## config.mk

```make
export PLATFORM = sky130hd
export DESIGN_NAME = mod_morse_sequencer
export DESIGN_NICKNAME = d
export VERILOG_FILES = /design/src/rtl/mod_morse_sequencer.sv
export SDC_FILE = /design/constraint.sdc
export NUM_CORES = 1
export LEC_CHECK = 0
export BUFFER_PORTS_ARGS = -buffer_cell sky130_fd_sc_hd__buf_2
export CAP_MARGIN = 10
export CORE_UTILIZATION = 45
export DETAILED_ROUTE_END_ITERATION = 7
export PLACE_DENSITY = 0.63
export SYNTH_ARGS = -nofsm -noshare
export SYNTH_HDL_FRONTEND = slang
export SYNTH_SLANG_ARGS = --single-unit
```

## constraint.sdc

```tcl
create_clock -name clk -period 2.4 [get_ports clk]
set_input_delay 0.12 -clock clk [delete_from_list [all_inputs] [get_ports clk]]
set_output_delay 0.12 -clock clk [all_outputs]
set_load 0.01 [all_outputs]
```

## src/rtl/mod_morse_sequencer.sv

```systemverilog
// -----------------------------------------------------------------------------
// mod_morse_sequencer
//
// Plays the International Morse pattern of a latched character on morse_out
// each time the debounced button level (start) rises, then returns a
// one-cycle done pulse so the upstream debouncer can release its held level.
//
// Parameters:
//   UNIT_CYCLES : clk cycles per Morse time unit (>=1). dot = 1 unit,
//                 dash = 3 units, intra-character space = 1 unit,
//                 inter-character gap = 3 units.
//
// Ports:
//   clk        in   system clock, all logic on posedge
//   rst        in   synchronous reset, active-high
//   start      in   debounced press level; a rising edge seen in IDLE starts
//                   a sequence
//   letter     in   [5:0] character code, 0..25 = A..Z, 26..35 = digits 0..9
//                   (digits only when MORSE_DIGITS_EN is defined)
//   morse_out  out  1 = mark (tone/LED on), 0 = space
//   busy       out  high from LOAD through DONE
//   done       out  one-cycle pulse at end of sequence or on an invalid code
//
// Build option:
//   MORSE_DIGITS_EN : when defined, codes 26..35 play digits 0..9. When
//                     undefined, codes 26..63 are treated as invalid and the
//                     digit ROM rows are not built.
// -----------------------------------------------------------------------------
module mod_morse_sequencer #(
  parameter int UNIT_CYCLES = 50
) (
  input  logic       clk,
  input  logic       rst,
  input  logic       start,
  input  logic [5:0] letter,
  output logic       morse_out,
  output logic       busy,
  output logic       done
);

  // Counter must hold the longest duration (3 units) plus a sign-free margin.
  localparam int CW = $clog2(3 * UNIT_CYCLES) + 1;
  localparam logic [CW-1:0] DUR_1U = CW'(UNIT_CYCLES);
  localparam logic [CW-1:0] DUR_3U = CW'(3 * UNIT_CYCLES);
  localparam logic [CW-1:0] ONE    = CW'(1);

  typedef enum logic [2:0] {
    S_IDLE,
    S_LOAD,
    S_MARK,
    S_SPACE,
    S_CGAP,
    S_DONE
  } state_t;

  // Character ROM: returns {len[2:0], pat[4:0]}. The pattern sits in the
  // low len bits and is played MSB-first; 1 = dash, 0 = dot. len = 0 marks
  // an invalid code.
  function automatic logic [7:0] rom_lookup(input logic [5:0] code);
    logic [7:0] r;
    r = 8'd0;
    case (code)
      6'd0:  r = {3'd2, 5'b00001}; // A .-
      6'd1:  r = {3'd4, 5'b01000}; // B -...
      6'd2:  r = {3'd4, 5'b01010}; // C -.-.
      6'd3:  r = {3'd3, 5'b00100}; // D -..
      6'd4:  r = {3'd1, 5'b00000}; // E .
      6'd5:  r = {3'd4, 5'b00010}; // F ..-.
      6'd6:  r = {3'd3, 5'b00110}; // G --.
      6'd7:  r = {3'd4, 5'b00000}; // H ....
      6'd8:  r = {3'd2, 5'b00000}; // I ..
      6'd9:  r = {3'd4, 5'b00111}; // J .---
      6'd10: r = {3'd3, 5'b00101}; // K -.-
      6'd11: r = {3'd4, 5'b00100}; // L .-..
      6'd12: r = {3'd2, 5'b00011}; // M --
      6'd13: r = {3'd2, 5'b00010}; // N -.
      6'd14: r = {3'd3, 5'b00111}; // O ---
      6'd15: r = {3'd4, 5'b00110}; // P .--.
      6'd16: r = {3'd4, 5'b01101}; // Q --.-
      6'd17: r = {3'd3, 5'b00010}; // R .-.
      6'd18: r = {3'd3, 5'b00000}; // S ...
      6'd19: r = {3'd1, 5'b00001}; // T -
      6'd20: r = {3'd3, 5'b00001}; // U ..-
      6'd21: r = {3'd4, 5'b00001}; // V ...-
      6'd22: r = {3'd3, 5'b00011}; // W .--
      6'd23: r = {3'd4, 5'b01001}; // X -..-
      6'd24: r = {3'd4, 5'b01011}; // Y -.--
      6'd25: r = {3'd4, 5'b01100}; // Z --..
`ifdef MORSE_DIGITS_EN
      6'd26: r = {3'd5, 5'b11111}; // 0 -----
      6'd27: r = {3'd5, 5'b01111}; // 1 .----
      6'd28: r = {3'd5, 5'b00111}; // 2 ..---
      6'd29: r = {3'd5, 5'b00011}; // 3 ...--
      6'd30: r = {3'd5, 5'b00001}; // 4 ....-
      6'd31: r = {3'd5, 5'b00000}; // 5 .....
      6'd32: r = {3'd5, 5'b10000}; // 6 -....
      6'd33: r = {3'd5, 5'b11000}; // 7 --...
      6'd34: r = {3'd5, 5'b11100}; // 8 ---..
      6'd35: r = {3'd5, 5'b11110}; // 9 ----.
`endif
      default: r = 8'd0;
    endcase
    return r;
  endfunction

  // Left-justify the pattern so the next symbol is always bit 4.
  function automatic logic [4:0] align_pat(input logic [4:0] pat,
                                           input logic [2:0] len);
    logic [4:0] a;
    case (len)
      3'd1:    a = pat << 4;
      3'd2:    a = pat << 3;
      3'd3:    a = pat << 2;
      3'd4:    a = pat << 1;
      default: a = pat;
    endcase
    return a;
  endfunction

  function automatic logic [CW-1:0] mark_dur(input logic is_dash);
    return is_dash ? DUR_3U : DUR_1U;
  endfunction

  // Control state (reset)
  state_t        state, state_nxt;
  logic [CW-1:0] cnt, cnt_nxt;
  logic          start_q;

  // Datapath state (loaded before use, not reset)
  logic [5:0]    code_q, code_nxt;
  logic [4:0]    sh, sh_nxt;
  logic [2:0]    rem, rem_nxt;

  logic [7:0]    rom;
  logic [2:0]    rom_len;
  logic [4:0]    rom_aligned;
  logic          expire;
  logic          trigger;

  assign rom         = rom_lookup(code_q);
  assign rom_len     = rom[7:5];
  assign rom_aligned = align_pat(rom[4:0], rom_len);
  assign expire      = (cnt == ONE);
  assign trigger     = start && !start_q;

  always_comb begin
    state_nxt = state;
    cnt_nxt   = cnt - ONE;
    code_nxt  = code_q;
    sh_nxt    = sh;
    rem_nxt   = rem;
    morse_out = 1'b0;
    busy      = 1'b1;
    done      = 1'b0;

    case (state)
      S_IDLE: begin
        busy    = 1'b0;
        cnt_nxt = '0;
        if (trigger) begin
          state_nxt = S_LOAD;
          code_nxt  = letter;
          cnt_nxt   = ONE;
        end
      end

      S_LOAD: begin
        if (rom_len == 3'd0) begin
          state_nxt = S_DONE;
          cnt_nxt   = ONE;
        end else begin
          state_nxt = S_MARK;
          sh_nxt    = rom_aligned;
          rem_nxt   = rom_len;
          cnt_nxt   = mark_dur(rom_aligned[4]);
        end
      end

      S_MARK: begin
        morse_out = 1'b1;
        if (expire) begin
          rem_nxt = rem - 3'd1;
          if (rem > 3'd1) begin
            state_nxt = S_SPACE;
            cnt_nxt   = DUR_1U;
          end else begin
            state_nxt = S_CGAP;
            cnt_nxt   = DUR_3U;
          end
        end
      end

      S_SPACE: begin
        if (expire) begin
          // Next symbol is the one just below the current head.
          state_nxt = S_MARK;
          sh_nxt    = {sh[3:0], 1'b0};
          cnt_nxt   = mark_dur(sh[3]);
        end
      end

      S_CGAP: begin
        if (expire) begin
          state_nxt = S_DONE;
          cnt_nxt   = ONE;
        end
      end

      S_DONE: begin
        done      = 1'b1;
        state_nxt = S_IDLE;
        cnt_nxt   = '0;
      end

      default: begin
        state_nxt = S_IDLE;
        cnt_nxt   = '0;
      end
    endcase
  end

  // start_q resets high so a level held through reset cannot trigger.
  always_ff @(posedge clk) begin
    if (rst) begin
      state   <= S_IDLE;
      cnt     <= '0;
      start_q <= 1'b1;
    end else begin
      state   <= state_nxt;
      cnt     <= cnt_nxt;
      start_q <= start;
    end
  end

  always_ff @(posedge clk) begin
    code_q <= code_nxt;
    sh     <= sh_nxt;
    rem    <= rem_nxt;
  end

endmodule

```

======== Yosys cells after proc, flatten, opt, wreduce, memory -nomap -nowiden ========
Memory sizes are Yosys's and may differ from the RTL's. A register that Yosys moved wholly into a read port is not among the register bits.
Cells that the tools add are included.
word-level totals
  register bits after elaboration ......... 26
  ROM bits ................................ 224
  input bits .............................. 9
  output and inout port bits .............. 3
  word-level logic and storage cells ...... 63
  memories ................................ 1
operators by class
  add/sub/neg operators ................... 2
  $lt $le $gt $ge ......................... 1
  eq/ne operators ......................... 15
  muxes and demuxes ....................... 28
  reductions and logical operators ........ 10
memories
  name              words  bits a word  read ports  clocked after Yosys merged registers in  wr ports  RTL line  source
  (name not given)  32     7            1           1                                        0         62        case (code)
operators by type and width
  cell                                                count
  case mux 9 bit (5 select lines)                     1
  two-way mux 8 bit                                   5
  two-way mux 9 bit                                   3
  two-way mux 3 bit                                   8
  case mux 5 bit (4 select lines)                     1
  case mux 3 bit (5 select lines)                     1
  == test 3 x 2 -> 1 bit, second input constant       4
  != test 2 bit, second input constant                5
  == test 3 bit, second input constant                3
  == test 9 x 1 -> 1 bit, second input constant       1
  subtractor 9 x 1 -> 9 bit, second input constant    1
  two-way mux 4 bit                                   2
  case mux 4 bit (2 select lines)                     1
  == test 3 x 1 -> 1 bit, second input constant       2
  logical NOT 3 bit                                   2
  case mux 3 bit (2 select lines)                     1
  AND reduction 3 bit                                 2
  two-way mux 5 bit                                   1
  two-way mux 1 bit                                   4
  AND reduction 4 bit                                 1
  nonzero test 2 bit                                  2
  > comparator 3 x 1 -> 1 bit, second input constant  1
  subtractor 3 x 1 -> 3 bit, second input constant    1
  AND reduction 2 bit                                 1
  other kinds (2)                                     2

======== Logic depth before layout (Yosys ltp) ========
  depth in word-level cells ............... 6
  mapped depth ............................ 11
  mapped depth without buffers ............ 10

======== Least setup slack after synthesis ========
Ideal clock, no wire load.
  kind .................................... reg-to-reg
  start point ............................. register state[1]
  end point ............................... register (tool-made name)
  library setup time ...................... 86 ps
  arrival time ............................ 2204 ps
  data required time ...................... 2314 ps
  setup slack ............................. 110 ps
  cell stages (with the launch flop) ...... 10
  path buffers ............................ 2
  clock period less this slack ............ 2290 ps
  cell sequence ........................... dfxtp_1 > nor3_2 > nand2_2 > clkbuf_1 > mux2i_1 > ha_1 > clkbuf_1 > o22a_1 > o21ai_0 > a211oi_1
RTL lines
  what                    RTL line  source
  from (decl)             125       state_t state, state_nxt;
  from (signal assigned)  229       state <= state_nxt;

======== Worst setup path in the final report ========
  start point ............................. register cnt[1]
  end point ............................... register state[1]
between the ends
  word-level cells in the longest chain between the ends .. 3
  elaborated cells on any way between the ends .. 5
  classes of those cells .................. eq/ne: 4; reduce/logical: 1
RTL lines
  what                             RTL line  source
  from (decl)                      126       logic [CW-1:0] cnt, cnt_nxt;
  from (signal assigned)           230       cnt <= cnt_nxt;
  == test 9 x 1 -> 1 bit *         143       assign expire = (cnt == ONE);
  != test 2 bit (no line)          n/a
  AND reduction 4 bit (no line) *  n/a
Mark *: on every way between the ends. The rest lies on a longest branch, timed or not.
A chain may end at the register's enable or synchronous reset.

==> run_results.csv <==
group,metric,value,unit
status,status,"completed",
synthesis,synth_area,2220,um2
grt,grt_max_degree,15,
setup_path,cpMaxStageDelayCell,"or4b_4",
cells_and_area,layout_commonest_cell,"nor2_1",
drt,wl_per_cell,14.0,um
die,start_util,0.470,
cells_and_area,fin_nets,298,
grt,grt_pass1_wl,8.49,mm
sta,slew_violations,0,
die,ios,12,
sta,min_period,2170,ps
synthesis,postSynthCellCount,267,
drt,vias_per_cell,5.47,
setup_path,critPathLaunchType,"flop",
setup_path,path_cells,"inv_1 > ha_1 > or4b_4 > nor3_2 > nor3_1 > nor3_4 > a22oi_1 > nor3_2",
drt,drt_wl_total,4.90,mm
cells_and_area,fin_area,2460,um2
sta,worst_pin_slew,727,ps
power,power_density,628,nW/um2
clock_tree,cts_hold_buf,0,
clock_tree,post_cts_resized,0,
grt,grt_usage,0.210,
cells_and_area,nFillCells,458,
setup_path,max_stage_delay,470,ps
die,dieArea,5220,um2
grt,antenna_found_initial,0,
clock_tree,cts_tree,"yes",
cells_and_area,area_delta_synth_final,10.9,%
setup_path,critPathCaptureType,"flop",
synthesis,yosys_warnings,0,
place,gp_congestion,0.875,
die,core_area,4720,um2
place,dp.cells,341,
die,die_x,72.3,um
cells_and_area,stdcell_count,349,
sta,period_share,0.904,
clock_tree,h-tree-depth,2,
die,rows,25,
synthesis,postSynthAreaPerCell,8.32,um2
setup_path,cp_common_cell,"nor3_2",
sta,finalSetupTns,0,ps
job,drv_cap,0,
synthesis,ys.flop_type,"dfxtp_1",
synthesis,ys_types,51,
place,port_buffers,11,
drt,first_pass_iters,4,
setup_path,path_max_fanout,5,
cells_and_area,diodes,0,
sta,finalSetupViolCount,0,
synthesis,ys_ff_latch,33,
min_path,min_path_type,"input port to flop",
sta,rsz0062_at_grt,"false",
clock_tree,postCtsSetupBuffers,0,
drt,drc,0,
drt,vias,1909,
clock_tree,cts_inserted_buffers,5,
synthesis,synth_edf_count,13,
sta,hold_viol,0,
power,ir_drop,0.255,mV
setup_path,cp.arrival,2390,ps
grt,grt_pass1_vias,1769,
clock_tree,cts_num_sinks,33,
grt,grt_overflow,0,
drt,drtIter0Drc,112,
sta,fmax,461,MHz
synthesis,synthArstFlopShare,0,
setup_path,worstPathRequired,2620,ps
place,dp_hpwl,3.64,mm
die,fp.dieH,72.3,um
cells_and_area,regArea,791,um2
sta,finClkSkew,15.2,ps
clock_tree,clk_latency,290,ps
clock_tree,root_buffer,"clkbuf_8",
setup_path,critical_path_class,"flop to flop",
cells_and_area,final_cell_mix,"nor2_1 (26), a21oi_1 (22), o21ai_0 (20), dfxtp_1 (20), nand2_1 (19)",
cells_and_area,drive_above_1_share,0.156,
power,power.leakage,0.974,nW
synthesis,syn_nets,284,
drt,drtAntennaViolNets,0,
clock_tree,clockBufferDepth,2,
place,placed_area,2380,um2
sta,slew-limit-headroom,0.512,
clock_tree,clkTransAtPathRegs,80,ps
synthesis,yosysSeqAreaShare,0.356,
cells_and_area,multi_input_area,1330,um2
==> cell usage after synthesis (2+ instances only) <==
cell type  instances  area [um2]
nor2_1            26        97.6
a21oi_1           22         110
dfxtp_1           20         400
o21ai_0           20         100
nand2_1           19        71.3
clkbuf_1          13        48.8
edfxtp_1          13         390
nor3_1            13        65.1
inv_1             11        41.3
ha_1               8         100
nand2b_1           8        50.1
mux2i_1            7        70.1
nand3_1            7        35.0
a211oi_1           5        37.5
nand3b_1           5        37.5
nor2b_1            5        31.3
xnor2_1            5        43.8
a31oi_1            4        25.0
mux2_2             4        45.0
xor2_1             4        35.0
a22oi_1            3        22.5
nor3_2             3        30.0
o21bai_1           3        22.5
or3_1              3        18.8
a2111oi_0          2        17.5
a21o_1             2        15.0
and3_1             2        12.5
nor4_1             2        12.5
o211ai_1           2        15.0
o22ai_1            2        12.5
o32ai_1            2        17.5
or2_2              2        12.5
or4_1              2        15.0
==> area by class of cell <==
type	count	area share
tap	67	0.0340
timing repair buffer	21	0.0528
inverter	12	0.0183
clock inverter	3	0.00660
clock buffer	5	0.0279
multi-input combinational	208	0.539
sequential	33	0.321
==> path summary, 6_finish.rpt <==
path / slack, ps / to / start / cells after the start
worst max-delay path: 230 / state[1] / cnt[1] / 8
worst min-delay path: 10 / code_q[5] / letter[5] / 1
worst max register to register: 230 / state[1] / cnt[1] / 8
worst min register to register: 550 / cnt[6] / cnt[6] / 2
==> report_power, final <==
group	total [mW]	leakage [nW]	switching [mW]	internal (mW)
registers	0.685	0.285	0.0515	0.633
logic	0.451	0.642	0.257	0.194
clock network	0.411	0.0482	0.210	0.201
total	1.55	0.974	0.518	1.03
==> cells by family (layout without fill, tap and decap cells) <==
| kind of cell | Yosys count | count (layout) | share of synthesized area |
|---|---|---|---|
| buffers and inverters | 26 | 41 | 0.0456 |
| muxes | 12 | 12 | 0.0580 |
| and+or+nand+nor | 103 | 103 | 0.246 |
| AOI/OAI and AO/OA | 76 | 76 | 0.214 |
| DFF | 33 | 33 | 0.356 |
| xor gates and xnor gates | 9 | 9 | 0.0355 |
| adders and majority gates | 8 | 8 | 0.0451 |
==> layer usage <==
layer  global-route usage  part of all wire  vias to the layer above
li1                     -                 -                     1000
met2                0.340              0.47                       24
met3               0.0375             0.022                        8
met5                    0                 0                        -
met4               0.0675             0.016                        0
met1                0.284              0.49                      877
==> worst max-delay path, delay by kind of cell (launching register included) <==
| kind | cells | cell delay [ps] |
|---|---|---|
| DFF | 1 | 330 |
| AOI/OAI and AO/OA | 1 | 120 |
| adders and majority gates | 1 | 130 |
| buffers and inverters | 1 | 70 |
| and+or+nand+nor | 5 | 1440 |
==> per-stage QoR <==
step / total power, mW / setup slack, ps / utilization / hold WS (ps)
6_report: 1.55 / 231 / 0.522 / 10.0
5_1_grt: 1.64 / 46.1 / 0.522 / 3.26
4_1_cts: 1.56 / 229 / 0.522 / 0.956
3_5_place_dp: 1.14 / 257 / 0.504 / 299
3_3_place_gp: 1.14 / 285 / 0.504 / 297
2_1_floorplan: 1.04 / 111 / - / 219
Note: power is estimated with default switching activity, not from simulation.
